[src/rtl/instr_fetch_unit.sv]
// rtl/instr_fetch_unit.sv - program counter, imem address and fetched-instruction presentation
//
// Purpose: owns the PC, drives the word address into a 1-cycle registered
// instruction memory and presents each fetched word to decode with its PC
// and a valid flag. A 1-entry hold buffer covers stalls, and a taken branch
// redirects the PC and squashes exactly one slot.
//
// Ports:
//   clk            system clock, all state on posedge
//   reset          synchronous, active-high
//   stall          downstream not consuming; hold current instr / instr_pc
//   branch_taken   redirect fetch to branch_target (overrides stall)
//   branch_target  word-index redirect target
//   imem_addr      word address to instruction memory (combinational from pc_q)
//   imem_data      memory read data for the address presented last cycle
//   instr          instruction to decode
//   instr_pc       word address of instr
//   instr_valid    instr / instr_pc are meaningful
module instr_fetch_unit #(
    parameter int                    ADDR_WIDTH = 32,
    parameter logic [ADDR_WIDTH-1:0] RESET_PC   = '0
) (
    input  logic                  clk,
    input  logic                  reset,
    input  logic                  stall,
    input  logic                  branch_taken,
    input  logic [ADDR_WIDTH-1:0] branch_target,
    output logic [ADDR_WIDTH-1:0] imem_addr,
    input  logic [31:0]           imem_data,
    output logic [31:0]           instr,
    output logic [ADDR_WIDTH-1:0] instr_pc,
    output logic                  instr_valid
);

    logic [ADDR_WIDTH-1:0] pc_q, pc_d;
    logic [ADDR_WIDTH-1:0] resp_pc_q, resp_pc_d;
    logic                  resp_valid_q, resp_valid_d;
    logic [31:0]           hold_q, hold_d;
    logic [ADDR_WIDTH-1:0] hold_pc_q, hold_pc_d;
    logic                  hold_valid_q, hold_valid_d;

    always_comb begin
        pc_d         = pc_q;
        resp_pc_d    = resp_pc_q;
        resp_valid_d = resp_valid_q;
        hold_d       = hold_q;
        hold_pc_d    = hold_pc_q;
        hold_valid_d = hold_valid_q;

        if (branch_taken) begin
            // Whatever is in flight belongs to the wrong path: drop it.
            pc_d         = branch_target;
            resp_valid_d = 1'b0;
            hold_valid_d = 1'b0;
        end else if (stall) begin
            // The memory keeps re-reading pc_q, so the presented word would
            // be overwritten next cycle; park it in the hold buffer. A bubble
            // stays a bubble so nothing is presented twice after release.
            if (!hold_valid_q && resp_valid_q) begin
                hold_d       = imem_data;
                hold_pc_d    = resp_pc_q;
                hold_valid_d = 1'b1;
            end
        end else begin
            pc_d         = pc_q + ADDR_WIDTH'(1);
            resp_pc_d    = pc_q;
            resp_valid_d = 1'b1;
            hold_valid_d = 1'b0;
        end
    end

    always_ff @(posedge clk) begin
        if (reset) begin
            pc_q         <= RESET_PC;
            resp_pc_q    <= '0;
            resp_valid_q <= 1'b0;
            hold_q       <= '0;
            hold_pc_q    <= '0;
            hold_valid_q <= 1'b0;
        end else begin
            pc_q         <= pc_d;
            resp_pc_q    <= resp_pc_d;
            resp_valid_q <= resp_valid_d;
            hold_q       <= hold_d;
            hold_pc_q    <= hold_pc_d;
            hold_valid_q <= hold_valid_d;
        end
    end

    // Outputs depend only on flops and the registered memory data.
    assign imem_addr   = pc_q;
    assign instr       = hold_valid_q ? hold_q    : imem_data;
    assign instr_pc    = hold_valid_q ? hold_pc_q : resp_pc_q;
    assign instr_valid = hold_valid_q | resp_valid_q;

endmodule

[config.mk]
export PLATFORM = sky130hd
export DESIGN_NAME = instr_fetch_unit
export DESIGN_NICKNAME = d
export VERILOG_FILES = /design/src/rtl/instr_fetch_unit.sv
export SDC_FILE = /design/constraint.sdc
export NUM_CORES = 1
export LEC_CHECK = 0
export BUFFER_PORTS_ARGS = -buffer_cell sky130_fd_sc_hd__buf_2
export CORE_ASPECT_RATIO = 1.4
export CORE_MARGIN = 1
export CORE_UTILIZATION = 45
export CTS_CLUSTER_DIAMETER = 80
export DETAILED_ROUTE_END_ITERATION = 8
export PLACE_DENSITY_LB_ADDON = 0.08
export SLEW_MARGIN = 20
export SYNTH_ARGS = -nofsm -noshare
export SYNTH_HDL_FRONTEND = slang
export SYNTH_SLANG_ARGS = --single-unit
[constraint.sdc]
create_clock -name clk -period 2.7 [get_ports clk]
set_input_delay 0 -clock clk [delete_from_list [all_inputs] [get_ports clk]]
set_output_delay 0 -clock clk [all_outputs]
set_load 0.005 [all_outputs]
After elaboration in Yosys (flattened, before gate mapping)
Index checks and enable logic that the tools add are counted.
Widths: inputs -> output; s select.
{"block": "classes", "n_mux": 4, "add_sub_neg": 1, "n_reduce_logical": 6, "eq_ne": 1, "n_bitwise": 3}
{"cell": "$mux 32", "n": 4}
{"cell": "$add 32x1->32 const B", "n": 1}
{"cell": "$reduce_and 3->1", "n": 1}
{"cell": "$reduce_or 3->1", "n": 1}
{"cell": "$ne 2x1->1 const B", "n": 1}
{"cell": "$not 1->1", "n": 2}
{"cell": "$reduce_and 2->1", "n": 1}
{"cell": "$reduce_or 2->1", "n": 1}
{"cell": "$logic_and 1x1->1", "n": 1}
{"cell": "$logic_not 1->1", "n": 1}
{"cell": "$or 1x1->1", "n": 1}
{"block": "word_totals", "wordCells": 21, "out_inout_bits": 97, "register_bits": 130, "inputBits": 68}

Logic depth before layout (Yosys ltp)
{"block": "logic_depth", "word_depth": 3, "depth_mapped": 7}

Worst setup path before layout
Ideal clock, no wire load.
{"block": "synth_path", "path_type": "flip-flop to flip-flop", "from": "reg pc_q[20], in the netlist imem_addr[20]", "to": "reg pc_q[30], in the netlist imem_addr[30]", "slack_ns": 0.636, "t_arrival_ns": 1.949, "stages_incl_launch_ff": 6, "n_path_buf": 0, "synth_period_minus_slack_ns": 2.064, "setup_time_ns": 0.114, "required_time_ns": 2.586, "cell_sequence": "dfxtp_1 nand3_1 or4_1 nor4_4 mux2_2 a2111oi_0"}
{"block": "synth_via", "elab_chain_len": 3}
{"item": "start, declared", "line_no": "35", "text": "logic [ADDR_WIDTH-1:0] pc_q, pc_d;"}
{"item": "start signal, assigned", "line_no": "81", "text": "pc_q <= pc_d;"}
{"item": "$add 32x1->32", "line_no": "65", "text": "pc_d = pc_q + ADDR_WIDTH'(1);"}
{"item": "$mux 32", "line_no": "55", "text": "end else if (stall) begin"}
{"item": "$mux 32", "line_no": "50", "text": "if (branch_taken) begin"}
No other way between the ends. The select of a mux whose other input is x is not followed.
A chain may end at the register's enable or synchronous reset.

Final worst setup path
{"block": "layout_path", "from": "reg pc_q[0], in the netlist imem_addr[0]", "to": "reg pc_q[30], in the netlist imem_addr[30]"}
Same word-level chain as after synthesis.

==> results.yml <==
run_status:
  status: "finished clean"
power:
  p_sw_mw: 1.133
  seqPwrFrac: 0.414
  sw_frac_of_total: 0.2304
  intPower_mw: 3.784
  combPwrFrac: 0.095
  cellPowerDensity_mw_per_mm2: 593.5
  ir_worst_vdd_mv: 0.3929
  clkPwrFrac: 0.491
  power_mw: 4.917
  cellLeakagePower_nw: 3.313
synth:
  yosys_warnings: 0
  synthFlopType: "dfxtp_1"
  synth_edf_count: 0
  syn_nets: 811
  syn_area_sq_mm: 0.006036
  yosys.area.top_type_share: 0.4312
  synth.avg_cell_area_sq_um: 8.134
  synth.largest_area_cell: "dfxtp_1"
  ys_seq_area_frac: 0.4312
  synthTopCellsByArea: "dfxtp_1 (43%), nand2_1 (13%), mux2_2 (12%)"
  synth_common_cells: "nand2_1 (217), dfxtp_1 (130), a21oi_1 (112), mux2_2 (66), clkbuf_1 (46)"
  async_flop_share: 0
  yosysMostFrequentCell: "nand2_1"
  yosysUniqueCellTypes: 49
  netlist_instances: 742
  synth-seq-cells: 130
timing:
  clock_skew_ps: 9.697
  rsz0062_at_grt: "no"
  tns_ps: 0
  fin_crit_ps: 2361
  setup_viol: 0
  finalHoldViolCount: 0
  slew_viol_final: 0
  worstMarginPinSlew_ps: 847.5
  max_freq_ghz: 0.4235
  fin_crit_sh: 0.8745
  slew_headroom: 0.4350
cts:
  cts_tree: "built"
  root_buffer: "clkbuf_16"
  cts_made_buffers: 17
  cts-resized-gates: 0
  ctsLongestPathBuffers: 2
  clock_latency_ps: 420
  clkSlewWorstSetupHoldPaths_ps: 60
  h-tree-depth: 4
  clkSinkCount: 130
setup_path:
  path_class: "flip-flop to flip-flop"
  ff2ff_setup_slack_ps: 340
  critPathLaunchType: "flip-flop"
  cp.arrival_ps: 2660
  critical_path_required_ps: 3000
  end_kind: "flip-flop"
  cp_max_fo: 6
  worstRegToRegCells: 5
drt:
  vias: 5941
  drtAntennaViolNets: 0
  wl_um: 17110
  drt_iter0_markers: 222
  via_per_inst: 5.211
  drc: 0
  firstDrtPassIters: 4
  drt-wirelength-per-cell_um: 15.01
layout:
  drive_gt1_frac: 0.2994
  finalNetCount: 1018
  regArea_sq_mm: 0.002604
  multi_input_area_sq_mm: 0.003201
  nFillCells: 1116
  syn_to_final_growth_pct: 37.27
  diodes: 0
grt:
  grt_pass1_wl_um: 27750
  grtUsageTotal: 0.2505
  grt_start_max_net_pins: 84
  antenna_found_initial: 0
  overflow: 0
  grt_pass1_vias: 5723
floorplanning:
  coreArea_sq_mm: 0.01294
  row_count: 49
  io_pins: 165
  die_w_um: 99.88
  initial_core_util: 0.4666
  fp.dieArea_sq_mm: 0.01389
  die_h_um: 139.0
hold_path:
  min_path_type: "input port to flip-flop"
  whs_path_depth: 3
place:
  io_buffers: 164
  hpwlAfterDp_um: 11280
  routabilityCongestion: 0.8703
flow_run:
  drv_cap: 0
-- stage by stage --
step	worst slack [ps]	hold WS, ps	util	std cells	cell area [sq um]
6_report	339.0	11.96	0.6405	1140	8285
5_1_grt	172.5	35.23	0.6405	1140	8285
4_1_cts	328.7	8.824	0.6405	1140	8285
3_5_place_dp	363.2	233.9	0.5412	1042	7000
3_3_place_gp	492.9	231.7	0.5412	1042	7000
2_1_floorplan	636.2	128.6	-	742	6036
-- per-layer routing --
metal / routed length, um / global-route usage / up-vias / part of all wire
met2: 8610 / 0.4428 / 205 / 0.50
met5: 0 / 0 / - / 0
met3: 985 / 0.05948 / 32 / 0.058
met4: 441 / 0.09520 / 0 / 0.026
li1: - / - / 2956 / -
met1: 7075 / 0.2880 / 2748 / 0.41
-- worst max-delay path, stage by stage, from the launching register on --
cell	delay, ps
dfxtp_1	450
ha_1	280
nand4b_1	300
nor4_4	490
mux2_2	380
a2111oi_0	350
-- sequential cells by signal (all words and copies together), names as in the netlist --
| register | count |
|---|---|
| resp_valid_q | 1 |
| hold_q | 32 |
| hold_pc_q | 32 |
| resp_pc_q | 32 |
| imem_addr | 32 |
| hold_valid_q | 1 |
-- layout make-up --
class	count	share of cell area
multi-input cells	552	0.3863
inverters	6	0.002718
well taps	178	0.02688
repair buffers	242	0.1945
clock inverters	13	0.02190
flip-flops and latches	130	0.3143
clock buffers	19	0.05346
-- power by group through the flow --
stage	clock, mW	sequential [mW]	combinational [mW]
after global placement	0	2.07	0.393
after CTS	2.47	2.03	0.469
after floorplan	0	2.06	0.210
after global routing	2.55	2.04	0.514
final	2.41	2.03	0.468
after detailed placement	0	2.07	0.393
-- repair_timing --
action / CTS / global route
buffers inserted: 0 / 0
endpoints found under the setup margin: 0 / 0
endpoints found under the hold margin: 64 / 0
hold buffers: 66 / 0
-- cells in the final DEF, fill, tap and decap left out, drive strengths merged, types with 2 or more instances in the layout --
master,Yosys,final
xor2,6,6
nor3,3,3
clkbuf,46,19
nand3,17,17
a21boi,2,2
clkinv,0,5
buf,8,176
a31oi,3,3
nor3b,2,2
nor4,15,15
nor2b,5,5
o31ai,2,2
a221oi,2,2
inv,6,8
clkinvlp,0,2
nor2,34,34
dfxtp,130,130
bufinv,0,4
a211oi,5,5
mux2,66,66
nand2,217,217
xnor2,11,11
a2111oi,2,2
nand4b,3,3
or2,3,3
nand4,10,10
mux2i,5,5
dlygate4sd3,0,66
a21oi,112,112
nand2b,2,2
or4,6,6
and3,7,7
-- kinds of logic (layout without fill, tap and decap cells) --
logic type	after synthesis	count (layout)	share of synthesized area
compound gates	134	134	0.1217
xor+xnor	17	17	0.02467
fa+ha+maj	1	1	0.002073
buf+inv	60	280	0.04001
flops	130	130	0.4312
mux	71	71	0.1314
simple gates	329	329	0.2490
-- path summary, 6_finish.rpt --
| path | to | from |
|---|---|---|
| max reg2reg | imem_addr[30] | imem_addr[0] |
| min | imem_addr[31] | branch_taken |
| min reg2reg | hold_q[7] | hold_q[7] |
| max | imem_addr[30] | imem_addr[0] |
Power figures use the tool's default switching activity.
